**config.mk**
```make
export PLATFORM = sky130hd
export DESIGN_NAME = colour_rom_reader_flat
export DESIGN_NICKNAME = d
export VERILOG_FILES = /design/src/rtl/colour_rom_reader_if.sv /design/src/rtl/colour_rom_reader.sv /design/src/flat_wrapper.sv
export SDC_FILE = /design/constraint.sdc
export NUM_CORES = 1
export LEC_CHECK = 0
export ABC_AREA = 1
export CORE_UTILIZATION = 51
export DETAILED_ROUTE_END_ITERATION = 7
export GPL_ROUTABILITY_DRIVEN = 1
export HOLD_SLACK_MARGIN = 0.02
export PLACE_DENSITY = 0.8
export SLEW_MARGIN = 20
export SYNTH_ARGS = -nofsm -noshare
export SYNTH_HDL_FRONTEND = slang
export SYNTH_SLANG_ARGS = --single-unit
```
**constraint.sdc**
```tcl
create_clock -name clk -period 2.15 [get_ports clk]
set_input_delay 0.3225 -clock clk [delete_from_list [all_inputs] [get_ports clk]]
set_output_delay 0.3225 -clock clk [all_outputs]
set_load 0.02 [all_outputs]
```
**src/rtl/colour_rom_reader_if.sv**
```systemverilog
// Stream and ROM-bus bundle for colour_rom_reader: upstream index handshake,
// downstream colour handshake, and the registered-read ROM port.
interface colour_rom_reader_if #(
    parameter int ADDR_W = 11,
    parameter int DATA_W = 12
);
    // valid/ready: a transfer happens on a rising edge where both are high;
    // the source keeps payload stable while valid is high and not yet taken.
    logic              in_valid;
    logic              in_ready;
    logic [ADDR_W-1:0] in_idx;
    logic              rom_en;
    logic [ADDR_W-1:0] rom_addr;
    logic [DATA_W-1:0] rom_dout;
    logic              out_valid;
    logic              out_ready;
    logic [DATA_W-1:0] out_colour;

    modport master (
        input  in_valid, in_idx, rom_dout, out_ready,
        output in_ready, rom_en, rom_addr, out_valid, out_colour
    );

    modport slave (
        output in_valid, in_idx, rom_dout, out_ready,
        input  in_ready, rom_en, rom_addr, out_valid, out_colour
    );
endinterface

```
**src/rtl/colour_rom_reader.sv**
```systemverilog
// Colour ROM initiator: indices in, 12-bit colours out through a 3-entry buffer.
// Optional full-ROM sweep enabled by defining COLOUR_ROM_READER_SWEEP_EN.
module colour_rom_reader #(
    parameter int ADDR_W = 11,
    parameter int DATA_W = 12,
    parameter int DEPTH  = 2048
) (
    input  logic clk,
    input  logic rst_n,
`ifdef COLOUR_ROM_READER_SWEEP_EN
    input  logic sweep_start,
    output logic sweep_busy,
    output logic out_last,
`endif
    colour_rom_reader_if.master bus
);

    localparam logic [ADDR_W:0]   DEPTH_X   = (ADDR_W+1)'(DEPTH);
    localparam logic [ADDR_W-1:0] LAST_ADDR = ADDR_W'(DEPTH - 1);

    function automatic logic [1:0] ptr_inc(input logic [1:0] p);
        return (p == 2'd2) ? 2'd0 : p + 2'd1;
    endfunction

    logic [1:0]        occ;
    logic [1:0]        rd_ptr;
    logic [1:0]        wr_ptr;
    logic              pend;
    logic [ADDR_W-1:0] last_addr;
    logic [DATA_W-1:0] buf_mem [3];

    logic              credit;
    logic              busy;
    logic              accept;
    logic              sweep_issue;
    logic              issue;
    logic [ADDR_W-1:0] idx_clamped;
    logic [ADDR_W-1:0] issue_addr;
    logic              push;
    logic              pop;

    // Credits count both buffered words and the read still in the ROM pipe,
    // so the buffer can never be overrun and out_ready never reaches in_ready.
    assign credit      = ({1'b0, occ} + {2'b00, pend}) < 3'd3;
    assign bus.in_ready = rst_n && !busy && credit;
    assign accept      = bus.in_valid && bus.in_ready;
    assign idx_clamped = ({1'b0, bus.in_idx} >= DEPTH_X) ? LAST_ADDR : bus.in_idx;
    assign issue       = accept || sweep_issue;

    assign bus.rom_en     = issue;
    assign bus.rom_addr   = issue ? issue_addr : last_addr;
    assign bus.out_valid  = (occ != 2'd0);
    assign bus.out_colour = buf_mem[rd_ptr];

    assign push = pend;
    assign pop  = bus.out_valid && bus.out_ready;

    always_ff @(posedge clk or negedge rst_n) begin
        if (!rst_n) begin
            occ       <= 2'd0;
            rd_ptr    <= 2'd0;
            wr_ptr    <= 2'd0;
            pend      <= 1'b0;
            last_addr <= '0;
            for (int i = 0; i < 3; i++) buf_mem[i] <= '0;
        end else begin
            pend <= issue;
            if (issue) last_addr <= issue_addr;
            if (push) begin
                buf_mem[wr_ptr] <= bus.rom_dout;
                wr_ptr          <= ptr_inc(wr_ptr);
            end
            if (pop) rd_ptr <= ptr_inc(rd_ptr);
            unique case ({push, pop})
                2'b10:   occ <= occ + 2'd1;
                2'b01:   occ <= occ - 2'd1;
                default: occ <= occ;
            endcase
        end
    end

`ifdef COLOUR_ROM_READER_SWEEP_EN
    typedef enum logic {SW_IDLE, SW_RUN} sweep_state_t;

    sweep_state_t      state;
    sweep_state_t      state_next;
    logic [ADDR_W-1:0] cnt;
    logic [ADDR_W-1:0] cnt_next;
    logic              pend_last;
    logic              buf_last [3];

    assign busy        = (state == SW_RUN);
    assign sweep_busy  = busy;
    assign sweep_issue = busy && credit;
    assign issue_addr  = sweep_issue ? cnt : idx_clamped;
    assign out_last    = bus.out_valid && buf_last[rd_ptr];

    always_ff @(posedge clk or negedge rst_n) begin
        if (!rst_n) begin
            state     <= SW_IDLE;
            cnt       <= '0;
            pend_last <= 1'b0;
            for (int i = 0; i < 3; i++) buf_last[i] <= 1'b0;
        end else begin
            state     <= state_next;
            cnt       <= cnt_next;
            pend_last <= sweep_issue && (cnt == LAST_ADDR);
            if (push) buf_last[wr_ptr] <= pend_last;
        end
    end

    always_comb begin
        state_next = state;
        cnt_next   = cnt;
        unique case (state)
            SW_IDLE: begin
                if (sweep_start) begin
                    state_next = SW_RUN;
                    cnt_next   = '0;
                end
            end
            SW_RUN: begin
                // The edge that issues the final address also ends the sweep.
                if (sweep_issue) begin
                    if (cnt == LAST_ADDR) state_next = SW_IDLE;
                    else                  cnt_next   = cnt + 1'b1;
                end
            end
            default: state_next = SW_IDLE;
        endcase
    end
`else
    assign busy        = 1'b0;
    assign sweep_issue = 1'b0;
    assign issue_addr  = idx_clamped;
`endif

endmodule

```
**src/flat_wrapper.sv**
```systemverilog
// flat-port wrapper written by rule: the top's interface ports become plain ports
module colour_rom_reader_flat 
#(
    parameter int ADDR_W = 11,
    parameter int DATA_W = 12,
    parameter int DEPTH  = 2048
)
  (clk, rst_n, bus_in_valid, bus_in_idx, bus_rom_dout, bus_out_ready, bus_in_ready, bus_rom_en, bus_rom_addr, bus_out_valid, bus_out_colour);
  colour_rom_reader_if #(.ADDR_W(ADDR_W), .DATA_W(DATA_W)) bus_i ();
  input  logic clk;
  input  logic rst_n;
  input wire logic [$bits(bus_i.in_valid)-1:0] bus_in_valid;
  input wire logic [$bits(bus_i.in_idx)-1:0] bus_in_idx;
  input wire logic [$bits(bus_i.rom_dout)-1:0] bus_rom_dout;
  input wire logic [$bits(bus_i.out_ready)-1:0] bus_out_ready;
  output wire logic [$bits(bus_i.in_ready)-1:0] bus_in_ready;
  output wire logic [$bits(bus_i.rom_en)-1:0] bus_rom_en;
  output wire logic [$bits(bus_i.rom_addr)-1:0] bus_rom_addr;
  output wire logic [$bits(bus_i.out_valid)-1:0] bus_out_valid;
  output wire logic [$bits(bus_i.out_colour)-1:0] bus_out_colour;
  assign bus_i.in_valid = bus_in_valid;
  assign bus_i.in_idx = bus_in_idx;
  assign bus_i.rom_dout = bus_rom_dout;
  assign bus_i.out_ready = bus_out_ready;
  assign bus_in_ready = bus_i.in_ready;
  assign bus_rom_en = bus_i.rom_en;
  assign bus_rom_addr = bus_i.rom_addr;
  assign bus_out_valid = bus_i.out_valid;
  assign bus_out_colour = bus_i.out_colour;
  colour_rom_reader #(.ADDR_W(ADDR_W), .DATA_W(DATA_W), .DEPTH(DEPTH)) u_core (.clk(clk), .rst_n(rst_n), .bus(bus_i));
endmodule
```
==> out/summary.txt <==
Top_reg_cell synth - dfrtp_1
Layout net count - 370
Peak VDD IR - 1.03 mV
Initial antenna violation count - 0
Final hold vios - 0
Fraction of layout cells with a size suffix above 1 - 0.238
Fillers - 387
Worst skew pair latency - 0.31 ns
Largest net degree at the start of global routing - 42
Final ANT Viol Nets - 0
Clk_skew - 0.0101 ns
Crit path DAT - 1.82 ns
Total leakage power - 1.72 nW
Maximum net fanout on the critical path - 6
Crit end category - primary output
Number of global-route vias before repair - 1,983
Mean Syn Cell Area - 9.20 µm²
Critical Path Source Type - register
Top-count cell post-synth - nand2_1
DRT iter0 DRCs - 129
Max Fclk - 466 MHz
RSZ-0062 raised after global routing - true
Max-slew violation count - 0
Worst R2R Path Depth - 10
Synth cell types - 14
Layout area overhead - 28.8%
Post-synth EDFFs - 0
# clock sinks - 54
N_diodes - 0
Max Cap Viol - 0
Via-per-instance ratio - 4.99
Synth top area cells - dfrtp_1 53%, nand2_1 16%, o21ai_2 12%
Die Y - 72.6 µm
Top cells by count, synth - 108 x nand2_1, 54 x dfrtp_1, 36 x o21ai_2
Number of port buffers - 52
Tot Pwr - 0.00485 W
Ports - 53
R2r setup slk - 0.56 ns
WL per Instance - 12.8 µm
Worst hold margin - 0.483 ns
Leading area contributor after synthesis - dfrtp_1
WHS Path Cells - 2
CTS tree - done
# setup viols final - 0
Clock buffer depth - 2
Post-Syn Nets - 306
Syn. warnings - 0
Synthesized area - 0.00254 mm²
WS Path Type - register to primary output
Std cell rows - 25
Final period utilization - 0.999
DRT Wirelength - 5210 µm
Slew HR - 0.663
Status - finished clean
Residual DRC count - 0
DR pass1 iterations - 4
Core area - 0.00475 mm²
Tightest Pin Transition - 0.506 ns
FFs w/ async S/R, synth - 1.00
Placed cell count - 397
Worst Hold Class - register to register
First-pass GRT wire length - 8830 µm
H-tree Lvls - 2
WHS Endpoint - u_core.last_addr[9]$_DFF_PN0_
Post-Syn Instances - 276
Final Core Density - 0.688
PD cells - 1480 mW/mm²
Sequential area share after synthesis - 0.532
GPL Wtd Cong - 0.722
Initial Util - 0.534
CTS Buf Count - 5
Dpl hpwl - 3500 µm
RR Startpoint - u_core.occ[0]$_DFFE_PN0P_
Cell chosen for the clock root - clkbuf_8
Overflow after GRT - 0
Yosys top cell area share - 0.532
Vias after detailed routing - 2,031
GRT Total Usage - 0.219
CP required - 1.83 ns
Hold Crit Start - u_core.last_addr[9]$_DFF_PN0_
Setup tns final - 0 ns
Final min period - 2.15 ns
DIE AREA - 0.00526 mm²
CTS clk-pin slew, worst paths - 0.09 ns
Final non-filler cell total - 407
Synth Register Bits - 54
Reg-to-Reg End - u_core.occ[1]$_DFFE_PN0P_
Die W - 72.6 µm
critical path, stage by stage, from the launching register on:
cell	delay (ns)
dfrtp_1	0.41
ha_2	0.20
ha_4	0.21
nand2_2	0.06
nand4_1	0.15
buf_4	0.21
nand2_1	0.06
nand2_1	0.06
buf_2	0.16
state kept, by name (all words and copies together) (netlist names):
signal,cells
u_core.wr_ptr,2
u_core.rd_ptr,2
u_core.occ,2
u_core.last_addr,11
u_core.pend,1
u_core.buf_mem,36
per-layer routing:
| metal | global-route usage | wire length (µm) | vias to the layer above |
|---|---|---|---|
| met2 | 0.372 | 2660 | 40 |
| met4 | 0.0588 | 63 | 0 |
| met5 | 0 | 0 | - |
| li1 | - | - | 1009 |
| met1 | 0.288 | 2320 | 977 |
| met3 | 0.0417 | 167 | 5 |
what timing repair did:
item | CTS | global route
hold endpoints to repair | 13 | 0
cloned | 0 | 1
resized for setup | 58 | 25
hold buffers | 1 | 0
pin swaps | 0 | 2
setup buffers | 1 | 0
setup endpoints to repair | 18 | 20
cells by family (layout without fill, tap and decap cells):
family                   count (synthesis)  in the layout  share of synthesized area
flip-flops                              54             54                      0.532
buffers and inverters                   39            103                     0.0774
adder cells (fa/ha/maj)                  3              3                     0.0148
AO/OA/AOI/OAI                           38             38                      0.128
AND/OR/NAND/NOR                        141            141                      0.244
XOR/XNOR                                 1              1                    0.00345
stage by stage:
stage	cell area [µm²]	worst slack (ns)
floorplan	2540	0.145
global placement	3150	-0.0593
detailed placement	3150	-0.116
CTS	3190	-0.00533
global route	3270	-0.0444
finish	3270	0.00250
worst max-delay path by stage:
| stage | from | end | slack [ns] | cells past startpoint |
|---|---|---|---|---|
| finish | u_core.occ[0]$_DFFE_PN0P_ | bus_rom_addr[1] | 0.003 | 8 |
| CTS | u_core.pend$_DFF_PN0_ | bus_rom_addr[8] | -0.005 | 8 |
| global route | u_core.occ[0]$_DFFE_PN0P_ | bus_rom_addr[0] | -0.04 | 8 |
| global placement | u_core.pend$_DFF_PN0_ | bus_rom_addr[2] | -0.06 | 7 |
| floorplan | u_core.pend$_DFF_PN0_ | bus_rom_addr[0] | 0.15 | 7 |
| detailed placement | u_core.pend$_DFF_PN0_ | bus_rom_addr[4] | -0.12 | 7 |
cell usage in the layout (no fill, tap or decap), types with 2 or more instances in the layout:
master,count
buf_2,5
buf_6,5
o21ai_0,2
nand3_4,3
inv_1,26
buf_4,20
nor2_1,4
o21ai_2,36
dfrtp_1,54
nand2_1,104
clkbuf_1,2
nand3_1,13
clkbuf_8,5
dlymetal6s2s_1,7
dlygate4sd2_1,5
nand2_2,4
clkdlybuf4s50_1,26
nand4_1,13
final cells by class:
cell class / instances / area (µm²) / share of cell area
clock buffer: 7 / 76.3 / 0.0233
timing repair buffer: 70 / 644 / 0.197
multi-input combinational: 183 / 1020 / 0.311
inverter: 26 / 97.6 / 0.0299
sequential: 54 / 1350 / 0.413
tap: 67 / 83.8 / 0.0256
where the power goes:
group	switching [W]	leakage, nW	internal [W]
sequential	0.000261	0.658	0.00151
combinational	0.00145	1.02	0.00109
clock	0.000308	0.0383	0.000225
total	0.00202	1.72	0.00282
(Power assumes the default switching activity.)
